===== src/rtl/gpf_pkg.sv =====
// Shared types and helpers for the config readback transmitter.
package gpf_pkg;

    localparam int unsigned CFG_W_DEFAULT = 32;
    // Widest word odd_parity() accepts; narrower words are zero-extended.
    localparam int unsigned PARITY_MAX_W  = 256;

    typedef enum logic [1:0] {
        IDLE  = 2'd0,
        LEAD  = 2'd1,
        SHIFT = 2'd2,
        TRAIL = 2'd3
    } tx_state_e;

    // Bit that makes the XOR over word plus this bit equal to 1.
    function automatic logic odd_parity(input logic [PARITY_MAX_W-1:0] word);
        return ~(^word);
    endfunction

endpackage


===== src/rtl/spi_clkdiv.sv =====
// Half-period tick generator for the serial clock; cleared whenever disabled.
module spi_clkdiv #(
    parameter int unsigned DIV = 4
) (
    input  logic Clk_i,
    input  logic Rst_ni,
    input  logic En_i,
    output logic Half_tick_c
);

    localparam int unsigned CW = $clog2(DIV + 1);

    logic [CW-1:0] cnt_q;

    assign Half_tick_c = En_i && (cnt_q == CW'(DIV - 1));

    // Count DIV cycles per half period while enabled.
    always_ff @(posedge Clk_i or negedge Rst_ni) begin
        if (!Rst_ni) begin
            cnt_q <= '0;
        end else if (!En_i || Half_tick_c) begin
            cnt_q <= '0;
        end else begin
            cnt_q <= cnt_q + CW'(1);
        end
    end

endmodule


===== src/rtl/cfg_readback_tx.sv =====
// Config word readback serializer (SPI mode 0, MSB first, Sck_o derived from Clk_i).
// Optional build macro GPF_TX_PARITY_EN appends an odd-parity bit after the LSB.
module cfg_readback_tx
    import gpf_pkg::*;
#(
    parameter int unsigned CFG_W = CFG_W_DEFAULT,
    parameter int unsigned DIV   = 4
) (
    input  logic             Clk_i,
    input  logic             Rst_ni,
    input  logic             Start_i,
    input  logic             Abort_i,
    input  logic [CFG_W-1:0] Data_i,
    output logic             Busy_o,
    output logic             Done_o,
    output logic             Cs_no,
    output logic             Sck_o,
    output logic             Sdo_o
);

`ifdef GPF_TX_PARITY_EN
    localparam int unsigned NB = CFG_W + 1;
`else
    localparam int unsigned NB = CFG_W;
`endif
    localparam int unsigned BCW = $clog2(NB + 1);

    tx_state_e         state_q, state_d;
    logic [NB-1:0]     shreg_q, shreg_d;
    logic [BCW-1:0]    bit_cnt_q, bit_cnt_d;
    logic              sck_q, sck_d;
    logic              sdo_q, sdo_d;
    logic              cs_n_q, cs_n_d;
    logic              busy_q, busy_d;
    logic              done_q, done_d;
    logic [NB-1:0]     frame_c;
    logic              half_tick_c;
    logic              div_en_c;

    // Frame as shifted out: the word, plus its parity bit when enabled.
`ifdef GPF_TX_PARITY_EN
    assign frame_c = {Data_i, odd_parity(PARITY_MAX_W'(Data_i))};
`else
    assign frame_c = Data_i;
`endif

    assign div_en_c = (state_q != IDLE);

    spi_clkdiv #(
        .DIV (DIV)
    ) u_clkdiv (
        .Clk_i       (Clk_i),
        .Rst_ni      (Rst_ni),
        .En_i        (div_en_c),
        .Half_tick_c (half_tick_c)
    );

    // Next-state and next-output logic; abort overrides everything outside IDLE.
    always_comb begin
        state_d   = state_q;
        shreg_d   = shreg_q;
        bit_cnt_d = bit_cnt_q;
        sck_d     = sck_q;
        sdo_d     = sdo_q;
        cs_n_d    = cs_n_q;
        busy_d    = busy_q;
        done_d    = 1'b0;

        case (state_q)
            IDLE: begin
                if (Start_i && !Abort_i) begin
                    state_d   = LEAD;
                    shreg_d   = frame_c;
                    sdo_d     = frame_c[NB-1];
                    cs_n_d    = 1'b0;
                    busy_d    = 1'b1;
                    bit_cnt_d = '0;
                end
            end
            LEAD: begin
                if (half_tick_c) begin
                    state_d   = SHIFT;
                    sck_d     = 1'b1;
                    bit_cnt_d = BCW'(1);
                end
            end
            SHIFT: begin
                // The last bit keeps its low half here before the TRAIL guard.
                if (half_tick_c) begin
                    if (sck_q) begin
                        sck_d = 1'b0;
                        if (bit_cnt_q != BCW'(NB)) begin
                            shreg_d = shreg_q << 1;
                            sdo_d   = shreg_d[NB-1];
                        end
                    end else if (bit_cnt_q == BCW'(NB)) begin
                        state_d = TRAIL;
                    end else begin
                        sck_d     = 1'b1;
                        bit_cnt_d = bit_cnt_q + BCW'(1);
                    end
                end
            end
            TRAIL: begin
                if (half_tick_c) begin
                    state_d   = IDLE;
                    cs_n_d    = 1'b1;
                    sdo_d     = 1'b0;
                    busy_d    = 1'b0;
                    done_d    = 1'b1;
                    bit_cnt_d = '0;
                end
            end
            default: begin
                state_d = IDLE;
            end
        endcase

        if (Abort_i && (state_q != IDLE)) begin
            state_d   = IDLE;
            cs_n_d    = 1'b1;
            sck_d     = 1'b0;
            sdo_d     = 1'b0;
            busy_d    = 1'b0;
            done_d    = 1'b0;
            bit_cnt_d = '0;
        end
    end

    // State and output registers.
    always_ff @(posedge Clk_i or negedge Rst_ni) begin
        if (!Rst_ni) begin
            state_q   <= IDLE;
            shreg_q   <= '0;
            bit_cnt_q <= '0;
            sck_q     <= 1'b0;
            sdo_q     <= 1'b0;
            cs_n_q    <= 1'b1;
            busy_q    <= 1'b0;
            done_q    <= 1'b0;
        end else begin
            state_q   <= state_d;
            shreg_q   <= shreg_d;
            bit_cnt_q <= bit_cnt_d;
            sck_q     <= sck_d;
            sdo_q     <= sdo_d;
            cs_n_q    <= cs_n_d;
            busy_q    <= busy_d;
            done_q    <= done_d;
        end
    end

    assign Busy_o = busy_q;
    assign Done_o = done_q;
    assign Cs_no  = cs_n_q;
    assign Sck_o  = sck_q;
    assign Sdo_o  = sdo_q;

endmodule


===== config.mk =====
export PLATFORM = sky130hd
export DESIGN_NAME = cfg_readback_tx
export DESIGN_NICKNAME = d
export VERILOG_FILES = /design/src/rtl/gpf_pkg.sv /design/src/rtl/spi_clkdiv.sv /design/src/rtl/cfg_readback_tx.sv
export SDC_FILE = /design/constraint.sdc
export NUM_CORES = 1
export LEC_CHECK = 0
export CAP_MARGIN = 20
export CORE_UTILIZATION = 55
export CTS_BUF_LIST = sky130_fd_sc_hd__clkbuf_4
export CTS_CLUSTER_DIAMETER = 40
export DETAILED_ROUTE_END_ITERATION = 10
export PLACE_DENSITY = 0.86
export SETUP_SLACK_MARGIN = 0.05
export SKIP_LAST_GASP = 1
export SYNTH_ARGS = -nofsm -noshare
export SYNTH_HDL_FRONTEND = slang
export SYNTH_HIERARCHICAL = 1
export SYNTH_SLANG_ARGS = --single-unit

===== constraint.sdc =====
create_clock -name Clk_i -period 7.1 [get_ports Clk_i]
set_input_delay 2.13 -clock Clk_i [delete_from_list [all_inputs] [get_ports Clk_i]]
set_output_delay 2.13 -clock Clk_i [all_outputs]
set_load 0.005 [all_outputs]

# After elaboration in Yosys (flattened, before gate mapping)
# Index checks and enable logic that the tools add are counted.
[classes] order_cmp=0 n_mux=44 bitwise_logic=0 add_sub_neg=2 div=0 n_shift=0 mul=0 eq_ne=19 reduce_logical=18
[ops] cell="31-bit two-way mux" n=4
[ops] cell="31-bit case mux with 2 select lines" n=1
[ops] cell="6-bit two-way mux" n=7
[ops] cell="6-bit case mux with 4 select lines" n=1
[ops] cell="1-bit two-way mux" n=18
[ops] cell="3-bit inequality test (second input constant)" n=6
[ops] cell="6-bit AND reduction" n=3
[ops] cell="2-bit two-way mux" n=7
[ops] cell="3-bit by 2-bit inequality test with 1-bit output (second input constant)" n=3
[ops] cell="2-bit case mux with 4 select lines" n=1
[ops] cell="6-bit by 1-bit adder with 6-bit output (second input constant)" n=1
[ops] cell="6-bit equality test (second input constant)" n=1
[ops] cell="2-bit inequality test (second input constant)" n=3
[ops] cell="6-bit inequality test (second input constant)" n=1
[ops] cell="1-bit case mux with 2 select lines" n=3
[ops] cell="3-bit AND reduction" n=2
[ops] cell="3-bit nonzero test" n=2
[ops] cell="5-bit AND reduction" n=1
[ops] cell="2-bit equality test (second input constant)" n=2
[ops] cell="2-bit nonzero test" n=2
[ops] cell="4-bit nonzero test" n=1
[ops] cell="3-bit by 1-bit adder with 3-bit output (second input constant)" n=1
[ops] cell="3-bit by 2-bit equality test with 1-bit output (second input constant)" n=1
[ops] cell="1-bit logical AND" n=3
[ops] cell="other kinds (7)" n=8
[word_totals] latchBits=0 inputBits=36 romBits=0 register_bits=47 out_inout_bits=5 mem_bits_rw=0 mem_count=0

# Longest topological paths before layout
# Gate-level depths: netlist of run 1.
[logic_depth] word_depth=6 mapped_depth=10 depth_no_buf=8

# By module
# Netlist of run 1, hierarchy kept.
[modules_own_cells] mod="cfg_readback_tx" area_each_um2=2459.9 cells_per_inst=203 n_inst=1
[modules_own_cells] mod="spi_clkdiv" area_each_um2=135.1 cells_per_inst=10 n_inst=1

# Worst setup path after synthesis of run 1
# No wires, ideal clock.
[synth_path] path_type="input to register" start="in Abort_i" end="reg sdo_q (netlist: Sdo_o)" stages=4 setup_time_ns=0.125 setup_slack_ns=3.699 arrival_time_ns=3.276 cell_sequence="nor2b_1 or4b_4 nand3_1 mux2_2"
[synth_between] elab_chain_len=4 elab_cells_between_ends=11
[synth_lines] item="start: declaration" line="cfg_readback_tx.sv:12" text="input logic Abort_i,"
[synth_lines] item="1-bit logical NOT" line="cfg_readback_tx.sv:71" text="if (Start_i && !Abort_i) begin"
[synth_lines] item="1-bit logical AND" line="cfg_readback_tx.sv:71"
[synth_lines] item="3-bit inequality test (no source line)"
[synth_lines] item="6-bit AND reduction (no source line)"
[synth_lines] item="end signal: assignment" line="cfg_readback_tx.sv:146" text="sdo_q <= sdo_d;"
[synth_lines] item="end: declaration" line="cfg_readback_tx.sv:32" text="logic sdo_q, sdo_d;"
# Parallel ways exist; a longest one is shown, timed or not.
# A chain may end at the register's enable or synchronous reset.

# Final worst setup path of run 1
[layout_path] start="in Abort_i" end="reg shreg_q[3]"
[layout_between] elab_chain_len=4
[layout_lines] item="1-bit logical NOT" line="cfg_readback_tx.sv:71"
[layout_lines] item="1-bit logical AND" line="cfg_readback_tx.sv:71"
[layout_lines] item="2-bit inequality test (no source line)"
[layout_lines] item="5-bit AND reduction (no source line)"
[layout_lines] item="end signal: assignment" line="cfg_readback_tx.sv:143" text="shreg_q <= shreg_d;"
[layout_lines] item="end: declaration" line="cfg_readback_tx.sv:29" text="logic [NB-1:0] shreg_q, shreg_d;"
# No other way between the ends.

==> flow_summary.toml, run 1 <==
[floorplan]
ioPinCount = 41
core_area_sq_um = 4440
die_height_um = 70.7
fp.dieArea_sq_um = 5000
rows = 24
dieWidth_um = 70.7
floorplan.initialDensity_pct = 58.4

[timing]
finalCritPeriodShare_pct = 52.9
rsz0062_at_grt = "false"
drv_slew = 0
hold_viol = 0
fin_crit_ps = 3760
tightestPinTransition_ps = 1070
finClkSkew_ps = 2.80
max_slew_margin_pct = 28.8
setup_viol = 0
fmax_mhz = 266
fin_tns_setup_ps = 0
setup_ws_ps = 3340

[detailed_routing]
ant_nets = 0
drt_iter0_drc = 141
top_layer = "met4"
dr_wl_met2_mm = 2.22
num_vias = 1777
wl_met1_mm = 1.98
drt_wl_total_mm = 4.51
wl_met3_um = 225
wl_per_cell_um = 14.8
drt-pass1-iter-count = 7
vias_per_cell = 5.85
drc = 4

[worst_setup_path]
arrival_ps = 4010
critPathLaunch = "Abort_i"
endpoint_kind = "flop"
timing.rr.start = "state_q[1]"
crit_type = "primary input to flop"
rrSetupSlack_ps = 4300
rr_endpoint = "shreg_q[3]"
cp_data_required_time_ps = 7360
cp_max_fo = 30
r2r_cells = 9
startpoint_type = "primary input"
cp-endpoint = "shreg_q[3]"

[global_route]
grt_use_total_pct = 20.2
grt.overflow.total = 0
grt_pass1_wl_mm = 7.87
antenna_found_initial = 0
grt_pass1_vias = 1852
grt_max_degree = 53

[placed_design]
post-place-ws_ps = 2960
placedCellCount = 295
dp_hpwl_mm = 3.20
placed_area_sq_um = 3030
place.gp.congestion = 0.870
io_buffers = 40

[logic_synthesis]
synthArstFlopShare_pct = 100
synth_seq_cells = 47
synth-edff-count = 0
synth_flop_cell = "dfrtp_1"
synth_nets = 257
yosysWarnings = 6
synth_cell_types = 48
seq_area_frac_synth_pct = 45.4
synth_cells = 213
netlist_area_sq_um = 2590
syn_area_per_cell_sq_um = 12.2

[layout]
fin_util_pct = 69.8
num_antenna_cells = 0
layout_commonest_cell = "mux2_2"
drive_above_1_share_pct = 31.0
post_layout_nonfiller_instances = 304
design_area_sq_um = 3100
nNetsFinal = 295
most-common-layout-cells = "59 x mux2_2, 46 x dfrtp_1, 39 x clkdlybuf4s50_1"
synthToLayoutAreaGrowth_pct = 19.5

[power_and_ir_drop]
p_int_uw = 795
vdd_drop_max_mv = 0.257
seqPwrFrac_pct = 37.0
p_leak_nw = 1.27
comb_power_share_pct = 53.0
p_sw_share_pct = 35.0
p_clk_share_pct = 10.0
p_switching_uw = 428
powerDensity_nw_per_um2 = 394

[hold_path]
hold_path.class = "flop to flop"

[clocking]
post_cts_resized = 0
cts_setup_buffers = 0
clock_sinks = 47
clockBufferDepth = 2
cts-htree-levels = 2
clkLatencyLatePin_ps = 360
root_buffer = "clkbuf_4"
numCtsBuffers = 5
cts_tree = "yes"
cts_hold_buf = 0
clkTransAtPathRegs_ps = 130

[run_status]
status = "complete, but fails checks"
violations = "design-rule violations"

[flow_run]
maxCapViolCount = 0
-- worst min-delay path by stage --
stage	from	endpoint	slack, ps	cells after the start
3_5_place_dp	u_clkdiv/cnt_q[0]	u_clkdiv/cnt_q[0]	430	1
5_1_grt	u_clkdiv/cnt_q[0]	u_clkdiv/cnt_q[0]	460	1
2_1_floorplan	u_clkdiv/cnt_q[0]	u_clkdiv/cnt_q[0]	410	1
6_report	u_clkdiv/cnt_q[0]	u_clkdiv/cnt_q[0]	450	1
3_3_place_gp	u_clkdiv/cnt_q[0]	u_clkdiv/cnt_q[0]	430	1
4_1_cts	u_clkdiv/cnt_q[0]	u_clkdiv/cnt_q[0]	450	1
-- layer usage --
| layer | track usage, % | up-vias |
|---|---|---|
| li1 | - | 861 |
| met1 | 23.7 | 857 |
| met2 | 34.5 | 47 |
| met3 | 5.98 | 12 |
| met4 | 9.11 | 0 |
| met5 | 0 | - |
-- registers in the layout (all words and copies together), names as in the netlist, 2 cells and up --
register / count
shreg_q: 31
bit_cnt_q: 6
u_clkdiv/cnt_q: 3
state_q: 2
-- cell usage after synthesis, types with 2 or more instances --
| library cell | instances | area share, % |
|---|---|---|
| a21oi_1 | 4 | 0.77 |
| a22oi_1 | 2 | 0.58 |
| buf_2 | 6 | 1.2 |
| clkbuf_1 | 5 | 0.72 |
| dfrtp_1 | 46 | 44 |
| ha_1 | 8 | 3.9 |
| inv_1 | 7 | 1.0 |
| mux2_1 | 2 | 0.87 |
| mux2_2 | 59 | 26 |
| mux2i_1 | 4 | 1.5 |
| nand2_1 | 10 | 1.4 |
| nand2b_1 | 2 | 0.48 |
| nand3_1 | 5 | 0.96 |
| nor2_1 | 9 | 1.3 |
| nor2b_1 | 3 | 0.72 |
| nor3b_1 | 3 | 0.87 |
| o2111ai_1 | 2 | 0.68 |
| o211ai_1 | 2 | 0.58 |
| o21ai_0 | 2 | 0.39 |
| o21bai_1 | 2 | 0.58 |
| o2bb2ai_1 | 2 | 0.68 |
| o41ai_1 | 2 | 0.68 |
-- power groups by stage --
stage	Clock, mW	Sequential, mW	Combinational, mW
floorplan	0	0.442	0.521
finish	0.122	0.453	0.648
global route	0.136	0.468	0.712
detailed placement	0	0.460	0.651
global placement	0	0.455	0.632
CTS	0.128	0.454	0.652
-- per-stage QoR --
stage          power (mW)  hold WS, ps
2_1_floorplan       0.963          414
3_3_place_gp         1.09          431
3_5_place_dp         1.11          433
4_1_cts              1.23          451
5_1_grt              1.32          464
6_report             1.22          448
-- cell type report --
cell class / count / area, sq um
Tap cell: 52 / 65.1
Multi-Input combinational cell: 148 / 1360
Clock buffer: 6 / 45.0
Fill cell: 346 / 1340
Clock inverter: 2 / 7.51
Inverter: 7 / 26.3
Sequential cell: 47 / 1180
Timing Repair Buffer: 42 / 423
-- kinds of logic after synthesis --
kind of cell / after synthesis / synth area share (%)
AOI/OAI and AO/OA: 30 / 9.35
adders and majority gates: 8 / 3.86
and+or+nand+nor: 44 / 9.93
buffers and inverters: 18 / 2.89
DFF: 47 / 45.4
muxes: 66 / 28.6
-- worst max-delay path, cell delays in order --
cell and delay [ps]:
clkdlybuf4s50_1 540, nand2b_1 320, a221oi_4 250, buf_4 380, mux2_2 390
Power figures use the tool's default switching activity.
==> inputs of run 2 (changes only) <==
--- a/config.mk
+++ b/config.mk
@@ -6,11 +6,11 @@
 export NUM_CORES = 1
 export LEC_CHECK = 0
 export CAP_MARGIN = 20
-export CORE_UTILIZATION = 55
+export CORE_UTILIZATION = 50
 export CTS_BUF_LIST = sky130_fd_sc_hd__clkbuf_4
 export CTS_CLUSTER_DIAMETER = 40
 export DETAILED_ROUTE_END_ITERATION = 10
-export PLACE_DENSITY = 0.86
+export PLACE_DENSITY = 0.82
 export SETUP_SLACK_MARGIN = 0.05
 export SKIP_LAST_GASP = 1
 export SYNTH_ARGS = -nofsm -noshare
==> constraint.sdc (replaced) <==
create_clock -name Clk_i -period 3.25 [get_ports Clk_i]
set_input_delay 0.975 -clock Clk_i [delete_from_list [all_inputs] [get_ports Clk_i]]
set_output_delay 0.975 -clock Clk_i [all_outputs]
set_load 0.005 [all_outputs]
==> run 2 against run 1 <==
Against the previous run:
- sequential share of layout area is 1.0 points lower
- non-clock buffer count rose by 2
- the flow now finishes without violations
- critical endpoint is now bit_cnt_q[0]
- register-to-register slack worse by 3500 ps
- final cell count is 5.6% higher
- via count decreased by 0.56%
- critical path depth stayed put
- final area rose by 2.8%
- routed wire length increased by 10%
- sequential cell count is the same
==> flow_summary.toml, run 2 (synthesized netlist as in run 1, its figures left out) <==
[run_status]
status = "complete, no violations"

[worst_setup_path]
startpoint_type = "primary input"
endpoint_kind = "flop"
cp_max_fo = 8
crit_type = "primary input to flop"
arrival_ps = 2770
cp_data_required_time_ps = 3520

[floorplan]
fp.dieArea_sq_um = 5480
core_area_sq_um = 4850
rows = 25
dieWidth_um = 74.0
floorplan.initialDensity_pct = 53.5
ioPinCount = 41
die_height_um = 74.0

[detailed_routing]
drt-pass1-iter-count = 4
drt_wl_total_mm = 4.96
vias_per_cell = 5.50
num_vias = 1767
ant_nets = 0
drt_iter0_drc = 74
drc = 0
wl_per_cell_um = 15.5

[power_and_ir_drop]
powerDensity_nw_per_um2 = 913
p_leak_nw = 1.30
vdd_drop_max_mv = 0.551

[layout]
largest_reg_flops = 31
regMostFlops = "shreg_q"
reg.largest.list = "shreg_q: 31 flops, bit_cnt_q: 6 flops, u_clkdiv/cnt_q: 3 flops"
drive_above_1_share_pct = 32.3
most-common-layout-cells = "59 x mux2_2, 46 x dfrtp_1, 39 x clkdlybuf4s50_1"
synthToLayoutAreaGrowth_pct = 22.8
layout_commonest_cell = "mux2_2"
num_antenna_cells = 0
nNetsFinal = 297

[clocking]
cts_hold_buf = 0
cts-htree-levels = 2
clockBufferDepth = 2
root_buffer = "clkbuf_4"
clkLatencyLatePin_ps = 360
numCtsBuffers = 5
clkTransAtPathRegs_ps = 140
post_cts_resized = 0
clock_sinks = 47
cts_tree = "yes"
cts_setup_buffers = 0

[flow_run]
maxCapViolCount = 0

[timing]
fin_tns_setup_ps = 0
hold_viol = 0
finClkSkew_ps = 9.40
hold-worst-slack_ps = 462
tightestPinTransition_ps = 424
setup_viol = 0
finalCritPeriodShare_pct = 77.1
drv_slew = 0
max_slew_margin_pct = 71.7
rsz0062_at_grt = "false"
fmax_mhz = 399
fin_crit_ps = 2510

[global_route]
grt_pass1_wl_mm = 8.53
grt_max_degree = 33
grt_pass1_vias = 1822
grt.overflow.total = 0
grt_use_total_pct = 20.7
antenna_found_initial = 0

[placed_design]
dp_hpwl_mm = 3.59
io_buffers = 40
place.gp.congestion = 0.871

[hold_path]
hold_path.class = "flop to flop"
run 2: cell count changes in the layout (fill, tap and decap cells not counted), sizes merged:
cell    change
bufinv      +2
clkinv      -2
buf         +2
run 2: where the power goes:
part	internal, mW	leakage [nW]	switching (mW)
sequential	0.857	0.569	0.140
clock	0.248	0.0559	0.188
combinational	0.824	0.679	0.653
run 2: stage by stage:
stage | util [%] | worst slack [ps] | power, mW | instances | cell area (sq um)
finish | 65.7 | 743 | 2.91 | 321 | 3190
global route | 65.7 | 614 | 3.12 | 321 | 3190
CTS | 65.7 | 764 | 2.93 | 321 | 3190
detailed placement | 63.6 | 354 | 2.49 | 313 | 3080
global placement | 63.6 | 379 | 2.44 | 313 | 3080
floorplan | - | 849 | 2.10 | 213 | 2590
run 2: final cells by class:
| type | count | area, sq um |
|---|---|---|
| Clock buffer | 6 | 45.0 |
| Tap cell | 67 | 83.8 |
| Sequential cell | 47 | 1180 |
| Fill cell | 397 | 1660 |
| Clock inverter | 2 | 60.1 |
| Timing Repair Buffer | 44 | 438 |
| Multi-Input combinational cell | 148 | 1360 |
| Inverter | 7 | 26.3 |
run 2: path summary, 6_finish.rpt:
kind / start / endpoint / slack, ps / depth (start not counted)
setup / recovery: Abort_i / bit_cnt_q[0] / 740 / 5
hold / removal: u_clkdiv/cnt_q[0] / u_clkdiv/cnt_q[0] / 460 / 1
setup reg to reg: state_q[1] / shreg_q[2] / 790 / 9
hold reg to reg: u_clkdiv/cnt_q[0] / u_clkdiv/cnt_q[0] / 460 / 1
max in group asynchronous: Rst_ni / shreg_q[3] / 2020 / 2
min in group asynchronous: Rst_ni / bit_cnt_q[3] / 500 / 1
run 2: worst max-delay path: stages:
cell and delay (ps):
clkdlybuf4s50_1 520, nor2b_1 240, or4b_4 590, nand3_4 140
mux2_4 310
run 2: per-layer routing:
metal	wire (um)	vias up	track usage, %	part of all wire, %
li1	-	858	-	-
met1	2330	865	28.9	47
met2	2350	38	31.7	47
met3	212	6	5.01	4.3
met4	63	0	6.84	1.3
met5	0	-	0	0
